===== src/rtl/fp_addsub_collect.sv =====
// Output collection stage for the FP32 add/sub unit: classifies each result,
// buffers it in a small in-order FIFO and accumulates sticky exception flags.
module fp_addsub_collect #(
    parameter int unsigned DEPTH = 4
) (
    input  logic                     clk,
    input  logic                     rst,
    input  logic                     in_valid,
    output logic                     in_ready,
    input  logic [31:0]              in_result,
    input  logic                     in_overflow,
    input  logic                     in_underflow,
    output logic                     out_valid,
    input  logic                     out_ready,
    output logic [31:0]              out_result,
    output logic [2:0]               out_class,
    output logic                     out_overflow,
    output logic                     out_underflow,
    output logic                     sticky_overflow,
    output logic                     sticky_underflow,
    output logic                     sticky_invalid,
    input  logic                     clr_sticky,
    output logic [$clog2(DEPTH):0]   count
);

    localparam int unsigned PTR_W = $clog2(DEPTH);
    localparam int unsigned CNT_W = PTR_W + 1;

    localparam logic [2:0] CLS_ZERO   = 3'd0;
    localparam logic [2:0] CLS_DENORM = 3'd1;
    localparam logic [2:0] CLS_NORMAL = 3'd2;
    localparam logic [2:0] CLS_INF    = 3'd3;
    localparam logic [2:0] CLS_QNAN   = 3'd4;
    localparam logic [2:0] CLS_SNAN   = 3'd5;

    typedef struct packed {
        logic [31:0] result;
        logic [2:0]  cls;
        logic        ovf;
        logic        unf;
    } entry_t;

    entry_t             r_mem [DEPTH];
    logic [PTR_W-1:0]   r_wr_ptr;
    logic [PTR_W-1:0]   r_rd_ptr;
    logic [CNT_W-1:0]   r_count;
    logic               r_sticky_ovf;
    logic               r_sticky_unf;
    logic               r_sticky_inv;

    logic [7:0]         w_exp;
    logic [22:0]        w_frac;
    logic [2:0]         w_class;
    logic               w_is_nan;
    logic               w_push;
    logic               w_pop;
    entry_t             w_head;

    // IEEE-754 class of the incoming result; sign bit does not participate
    assign w_exp  = in_result[30:23];
    assign w_frac = in_result[22:0];

    always_comb begin
        w_class = CLS_NORMAL;
        if (w_exp == 8'h00) begin
            w_class = (w_frac == 23'd0) ? CLS_ZERO : CLS_DENORM;
        end else if (w_exp == 8'hFF) begin
            if (w_frac == 23'd0) begin
                w_class = CLS_INF;
            end else if (w_frac[22]) begin
                w_class = CLS_QNAN;
            end else begin
                w_class = CLS_SNAN;
            end
        end
    end

    assign w_is_nan = (w_class == CLS_QNAN) || (w_class == CLS_SNAN);

    // Handshake decode depends only on the registered occupancy
    assign in_ready  = (r_count < CNT_W'(DEPTH));
    assign out_valid = (r_count != CNT_W'(0));
    assign w_push    = in_valid && in_ready;
    assign w_pop     = out_valid && out_ready;

    always_ff @(posedge clk or posedge rst) begin
        if (rst) begin
            for (int unsigned i = 0; i < DEPTH; i++) begin
                r_mem[i] <= '0;
            end
        end else if (w_push) begin
            r_mem[r_wr_ptr] <= '{result: in_result, cls: w_class,
                                 ovf: in_overflow, unf: in_underflow};
        end
    end

    // Pointers wrap naturally because DEPTH is a power of two
    always_ff @(posedge clk or posedge rst) begin
        if (rst) begin
            r_wr_ptr <= '0;
            r_rd_ptr <= '0;
            r_count  <= '0;
        end else begin
            if (w_push) begin
                r_wr_ptr <= r_wr_ptr + PTR_W'(1);
            end
            if (w_pop) begin
                r_rd_ptr <= r_rd_ptr + PTR_W'(1);
            end
            case ({w_push, w_pop})
                2'b10:   r_count <= r_count + CNT_W'(1);
                2'b01:   r_count <= r_count - CNT_W'(1);
                default: r_count <= r_count;
            endcase
        end
    end

    // A set from an accepted push overrides a clear in the same cycle
    always_ff @(posedge clk or posedge rst) begin
        if (rst) begin
            r_sticky_ovf <= 1'b0;
            r_sticky_unf <= 1'b0;
            r_sticky_inv <= 1'b0;
        end else begin
            r_sticky_ovf <= (r_sticky_ovf && !clr_sticky) || (w_push && in_overflow);
            r_sticky_unf <= (r_sticky_unf && !clr_sticky) || (w_push && in_underflow);
            r_sticky_inv <= (r_sticky_inv && !clr_sticky) || (w_push && w_is_nan);
        end
    end

    assign w_head           = r_mem[r_rd_ptr];
    assign out_result       = w_head.result;
    assign out_class        = w_head.cls;
    assign out_overflow     = w_head.ovf;
    assign out_underflow    = w_head.unf;
    assign sticky_overflow  = r_sticky_ovf;
    assign sticky_underflow = r_sticky_unf;
    assign sticky_invalid   = r_sticky_inv;
    assign count            = r_count;

endmodule


===== config.mk =====
export PLATFORM = sky130hd
export DESIGN_NAME = fp_addsub_collect
export DESIGN_NICKNAME = d
export VERILOG_FILES = /design/src/rtl/fp_addsub_collect.sv
export SDC_FILE = /design/constraint.sdc
export NUM_CORES = 1
export LEC_CHECK = 0
export CORE_MARGIN = 3
export CORE_UTILIZATION = 55
export DETAILED_ROUTE_END_ITERATION = 6
export PLACE_DENSITY_LB_ADDON = 0.15
export RECOVER_POWER = 100
export SYNTH_ARGS = -nofsm -noshare
export SYNTH_HDL_FRONTEND = slang
export SYNTH_SLANG_ARGS = --single-unit

===== constraint.sdc =====
create_clock -name clk -period 15.15 [get_ports clk]
set_input_delay 3.7875 -clock clk [delete_from_list [all_inputs] [get_ports clk]]
set_output_delay 3.7875 -clock clk [all_outputs]
set_load 0.01 [all_outputs]

* Yosys cells after proc, flatten, opt, wreduce, memory -nomap -nowiden
Index checks and enable logic that the tools add are counted.
** Cells by class
- Multiplexer cells :: 12
- Multiply operators :: 0
- Bitwise gates (word level) :: 2
- Div/mod/pow operators :: 0
- $add $sub $neg :: 4
- Reductions and logical operators :: 18
- Magnitude comparators :: 4
- Eq/ne operators :: 5
- Shift-type cells :: 0
** Operators by type and width (count)
- $bwmux W148 :: 1
- $mux W37 :: 3
- $bmux W37 S2 :: 1
- $demux W37 S2 :: 1
- $logic_not A23 Y1 :: 1
- $logic_and A1 B1 Y1 :: 9
- $mux W3 :: 3
- $eq A8 B8 Y1 const B :: 1
- $logic_not A8 Y1 :: 1
- $eq A3 B3 Y1 const B :: 2
- $ge A3 B3 Y1 const B :: 2
- $not A2 Y3 :: 2
- $pmux W3 S2 :: 1
- $add A2 B1 Y2 const B :: 2
- $logic_or A1 B1 Y1 :: 4
- $add A3 B1 Y3 const B :: 1
- $lt A3 B1 Y1 const B :: 1
- $lt A3 B3 Y1 const B :: 1
- $reduce_bool A3 Y1 :: 1
- $sub A3 B1 Y3 const B :: 1
- $eq A2 B1 Y1 const B :: 1
- $eq A2 B2 Y1 const B :: 1
- $mux W1 :: 2
- $reduce_bool A2 Y1 :: 1
- $logic_not A1 Y1 :: 1
** Storage, ports and cells
- Word-level logic and storage cells :: 67
- Latch bits :: 0
- Memory bits (writable) :: 0
- ROM bits :: 0
- Bits in registers :: 158
- Memories kept :: 0
- Input bits :: 39

* Longest topological paths before layout
- Word-level depth :: 8
- Depth in mapped cells :: 9
- Depth with buffers taken out :: 8

* Worst setup path after synthesis
OpenSTA, ideal clock, no wires.
- Path kind :: register -> output
- Start :: reg r_rd_ptr[0]
- End :: out out_result[0]
- Stages on the path, launching flop included :: 4
- Arrival time :: 1.417 ns
- Path slack :: 9.946 ns
- Data required time :: 11.363 ns
- Cells stage by stage :: dfrtp_1 buf_2 buf_4 mux4_2
** On the way
- Cells in the longest elaborated chain, start to end :: 4
** RTL lines
- start, declared :: line 45 : logic [PTR_W-1:0] r_rd_ptr;
- start signal, assigned :: line 108 : r_rd_ptr <= r_rd_ptr + PTR_W'(1);
- $not A2 Y3 (implied by the code) :: line 131 : assign w_head = r_mem[r_rd_ptr];
- $bmux W37 S2 :: line 131
- $mux W37 (implied by the code) (2 in a row) :: line 131
- end, declared :: line 15 : output logic [31:0] out_result,
Every way passes these cells. The select of a mux whose other input is x is not followed.

==> results.rst <==
.. list-table::
   :header-rows: 1

   * - Metric
     - Value
   * - CP Launch Type
     - input pin
   * - Number of violations of the max-capacitance limit
     - 7
   * - Multi-input gate area in the final layout
     - 2860 sq um
   * - Global placer's final weighted congestion
     - 0.719
   * - Unrepaired setup endpoints after global routing
     - false
   * - Maximum vdd ir drop
     - 0.170 mV
   * - Achievable frequency
     - 106 MHz
   * - Cell count after placement
     - 669
   * - Vertical die dimension
     - 119 um
   * - Pin count of the biggest net entering global routing
     - 95
   * - Crit path time final
     - 9.46 ns
   * - Area added between synthesis and finish
     - 21.7%
   * - Buffers inserted during post-CTS setup optimization
     - 0
   * - Max-slew headroom
     - -174%
   * - Power per cell area
     - 227 nW/um^2
   * - Final number of max-transition violations
     - 364
   * - Hold Slack
     - 0.469 ns
   * - CTS tree
     - yes
   * - Most area-hungry cell type in the Yosys netlist
     - sky130_fd_sc_hd__dfrtp_1
   * - Netlist area before placement
     - 6990 sq um
   * - Mean post-synth cell area
     - 15.8 sq um
   * - Max Root-Sink Buffers
     - 2
   * - Top post-synthesis cells by area
     - sky130_fd_sc_hd__dfrtp_1 (57%), sky130_fd_sc_hd__mux2_2 (22%), sky130_fd_sc_hd__mux4_2 (12%)
   * - Class of the worst hold path
     - register to register
   * - Global-route wire length before repair
     - 23700 um
   * - First-pass DRT Iterations
     - 4
   * - Category of cells accounting for the largest share of critical-path delay
     - buffers and inverters
   * - Count leader, synth
     - sky130_fd_sc_hd__dfrtp_1
   * - Layout cells sized above 1
     - 39.4%
   * - Most frequently used flop master after synthesis
     - sky130_fd_sc_hd__dfrtp_1
   * - Synth cell types
     - 29
   * - Number of nets in the final layout
     - 565
   * - DR iter-0 viols
     - 233
   * - Result of the run
     - finished, violations left
   * - H-tree depth reported by CTS
     - 4
   * - Via count of the first global-routing pass
     - 4466
   * - Post-route DRC violation count
     - 0
   * - Failing checks
     - max-capacitance violations, max-slew violations
   * - Number of buffers added on ports
     - 83
   * - Sequential share of the synthesized area
     - 56.6%
   * - Top cells by instance count after synthesis
     - sky130_fd_sc_hd__dfrtp_1 (158), sky130_fd_sc_hd__mux2_2 (136), sky130_fd_sc_hd__mux4_2 (37), sky130_fd_sc_hd__buf_2 (23), sky130_fd_sc_hd__nand2_1 (23)
   * - Initial Utilization
     - 57.2%
   * - Count of filler cells inserted in the layout
     - 883
   * - Post-detailed-route via-to-cell ratio
     - 5.80
   * - Setup TNS
     - 0 ns
   * - Buffers plus inverters on the worst setup path
     - 3
   * - DIE WIDTH
     - 119 um
   * - Storage element area
     - 3960 sq um
   * - Post-route clock period utilization
     - 62.4%
   * - Num Clock Sinks
     - 158
   * - Total via count in the routed design
     - 4066
   * - Antenna violations before repair
     - 0
   * - Largest incremental delay on the critical path
     - 2.50 ns
   * - Post-Route WL
     - 14100 um
   * - Clock buffer count from CTS
     - 17
   * - Fin. Hold Viols
     - 0
   * - Setup violations, final
     - 0
   * - Final cell utilization of the core
     - 69.6%
   * - Number of enable-type register cells in the synthesized netlist
     - 0
   * - Total leakage power
     - 3.62 nW
   * - Clock tree root buffer cell
     - sky130_fd_sc_hd__clkbuf_16
   * - Share of Yosys cell area claimed by the top area cell type
     - 56.6%
   * - Floorplan die area
     - 14100 sq um
   * - Total congestion overflow after global routing
     - 0
   * - Std cell rows
     - 40
   * - # hold bufs at CTS
     - 0
   * - Critical path cell sequence
     - dlygate4sd3_1, clkinvlp_2, clkbuf_1
   * - Final ANT Viol Nets
     - 0
   * - Slew @ Worst Pin
     - 4.08 ns
   * - Average routed wire per standard cell
     - 20.2 um
   * - Number of antenna diodes
     - 0
   * - CTS clock-pin slew for the worst setup and hold paths
     - 0.06 ns
   * - Critical Path RT
     - 14.92 ns
   * - Worst setup skew after layout
     - 0.00386 ns
   * - HPWL after DPL
     - 8380 um
   * - Setup crit end kind
     - async pin
   * - Post-route insts no fill
     - 701
   * - Number of register bits inferred by synthesis
     - 158
   * - Slowest-stage cell, CP
     - sky130_fd_sc_hd__clkbuf_1
   * - I/O pin count
     - 84
   * - Syn_nets
     - 487
   * - Clock insertion delay at the later pin of the skew report
     - 0.42 ns
   * - Critical path data arrival time
     - 9.23 ns
   * - Share of synthesized flip-flops with an asynchronous set or reset
     - 100%
   * - Worst setup path class
     - input pin to async pin
   * - Total global routing track utilization
     - 21.8%
   * - Number of instances in the synthesized netlist
     - 442
   * - Post-cts sizing count
     - 0
   * - Placeable core region
     - 12200 sq um
   * - Critical-path maximum fanout
     - 94
   * - Synth Warn #
     - 0
==> metal layers <==
layer / routed length [um] / vias to the layer above / global-route usage, %
met3: 526 / 18 / 5.69
met4: 187 / 0 / 6.59
met5: 0 / - / 0
met1: 6060 / 2164 / 28.3
met2: 7360 / 89 / 36.4
li1: - / 1795 / -
==> placed cells by master (no fill, tap or decap), types with 5 or more instances in the layout <==
cell type                         instances
sky130_fd_sc_hd__nor4_1                   5
sky130_fd_sc_hd__dfrtp_1                157
sky130_fd_sc_hd__clkbuf_16               17
sky130_fd_sc_hd__mux4_2                  37
sky130_fd_sc_hd__inv_1                   10
sky130_fd_sc_hd__o21ai_0                  7
sky130_fd_sc_hd__dlygate4sd3_1           48
sky130_fd_sc_hd__clkbuf_8                 8
sky130_fd_sc_hd__clkdlybuf4s50_1         35
sky130_fd_sc_hd__mux2_2                 136
sky130_fd_sc_hd__ha_1                     5
sky130_fd_sc_hd__nand2_1                 23
==> through the flow <==
stage	instance area (sq um)	power, mW	setup WS (ns)
after floorplan	6990	1.23	7.10
after global placement	7930	1.53	8.81
after detailed placement	7930	1.56	8.70
after CTS	8520	1.99	8.61
after global routing	8500	2.04	4.64
final	8500	1.93	5.69
==> cells by family after synthesis <==
family,Yosys count,share of synthesized area [%]
flip-flops,158,56.6
AO/OA/AOI/OAI,19,2.01
adder cells (fa/ha/maj),6,1.18
XOR/XNOR,6,0.752
buffers and inverters,37,2.45
AND/OR/NAND/NOR,42,3.03
multiplexers,174,34.0
==> sequential cells by signal, summed over array words and instances, names as in the netlist <==
name / count
sticky_underflow: 1
r_rd_ptr: 2
r_wr_ptr: 2
sticky_overflow: 1
count: 3
sticky_invalid: 1
r_mem: 148
==> layout make-up <==
type	instances	share of cell area, %
clock buffers	27	6.39
clock inverters	5	0.588
inverters	11	0.500
multi-input cells	247	33.6
flip-flops and latches	158	46.5
well taps	168	2.47
repair buffers	85	9.90
==> where the power goes <==
group          leakage, nW  switching (mW)  internal [mW]
clock network        0.299           0.159          0.260
logic                 1.41           0.271          0.484
registers             1.91           0.129          0.625
total                 3.62           0.559           1.37
==> worst reg2reg max path, cell delays in order (launching register included) <==
cell and delay, ns:
sky130_fd_sc_hd__dfrtp_1 0.41, sky130_fd_sc_hd__nor2b_1 0.52, sky130_fd_sc_hd__nand2_1 1.30, sky130_fd_sc_hd__mux2_2 0.76
==> worst paths after layout <==
path | from | endpoint | slack [ns] | cells after the start
worst max register to register | count[2]$_DFFE_PP0P_ | r_mem[109]$_DFFE_PP0P_ | 12.04 | 3
min in group asynchronous | rst | r_mem[135]$_DFFE_PP0P_ | 5.04 | 2
worst min-delay path | r_mem[77]$_DFFE_PP0P_ | r_mem[77]$_DFFE_PP0P_ | 0.47 | 2
worst max-delay path | rst | r_mem[51]$_DFFE_PP0P_ | 5.69 | 3
worst min register to register | r_mem[77]$_DFFE_PP0P_ | r_mem[77]$_DFFE_PP0P_ | 0.47 | 2
max in group clk | r_rd_ptr[1]$_DFFE_PP0P_ | out_result[25] | 7.95 | 2
No activity file was read; power rests on OpenSTA's default activity.
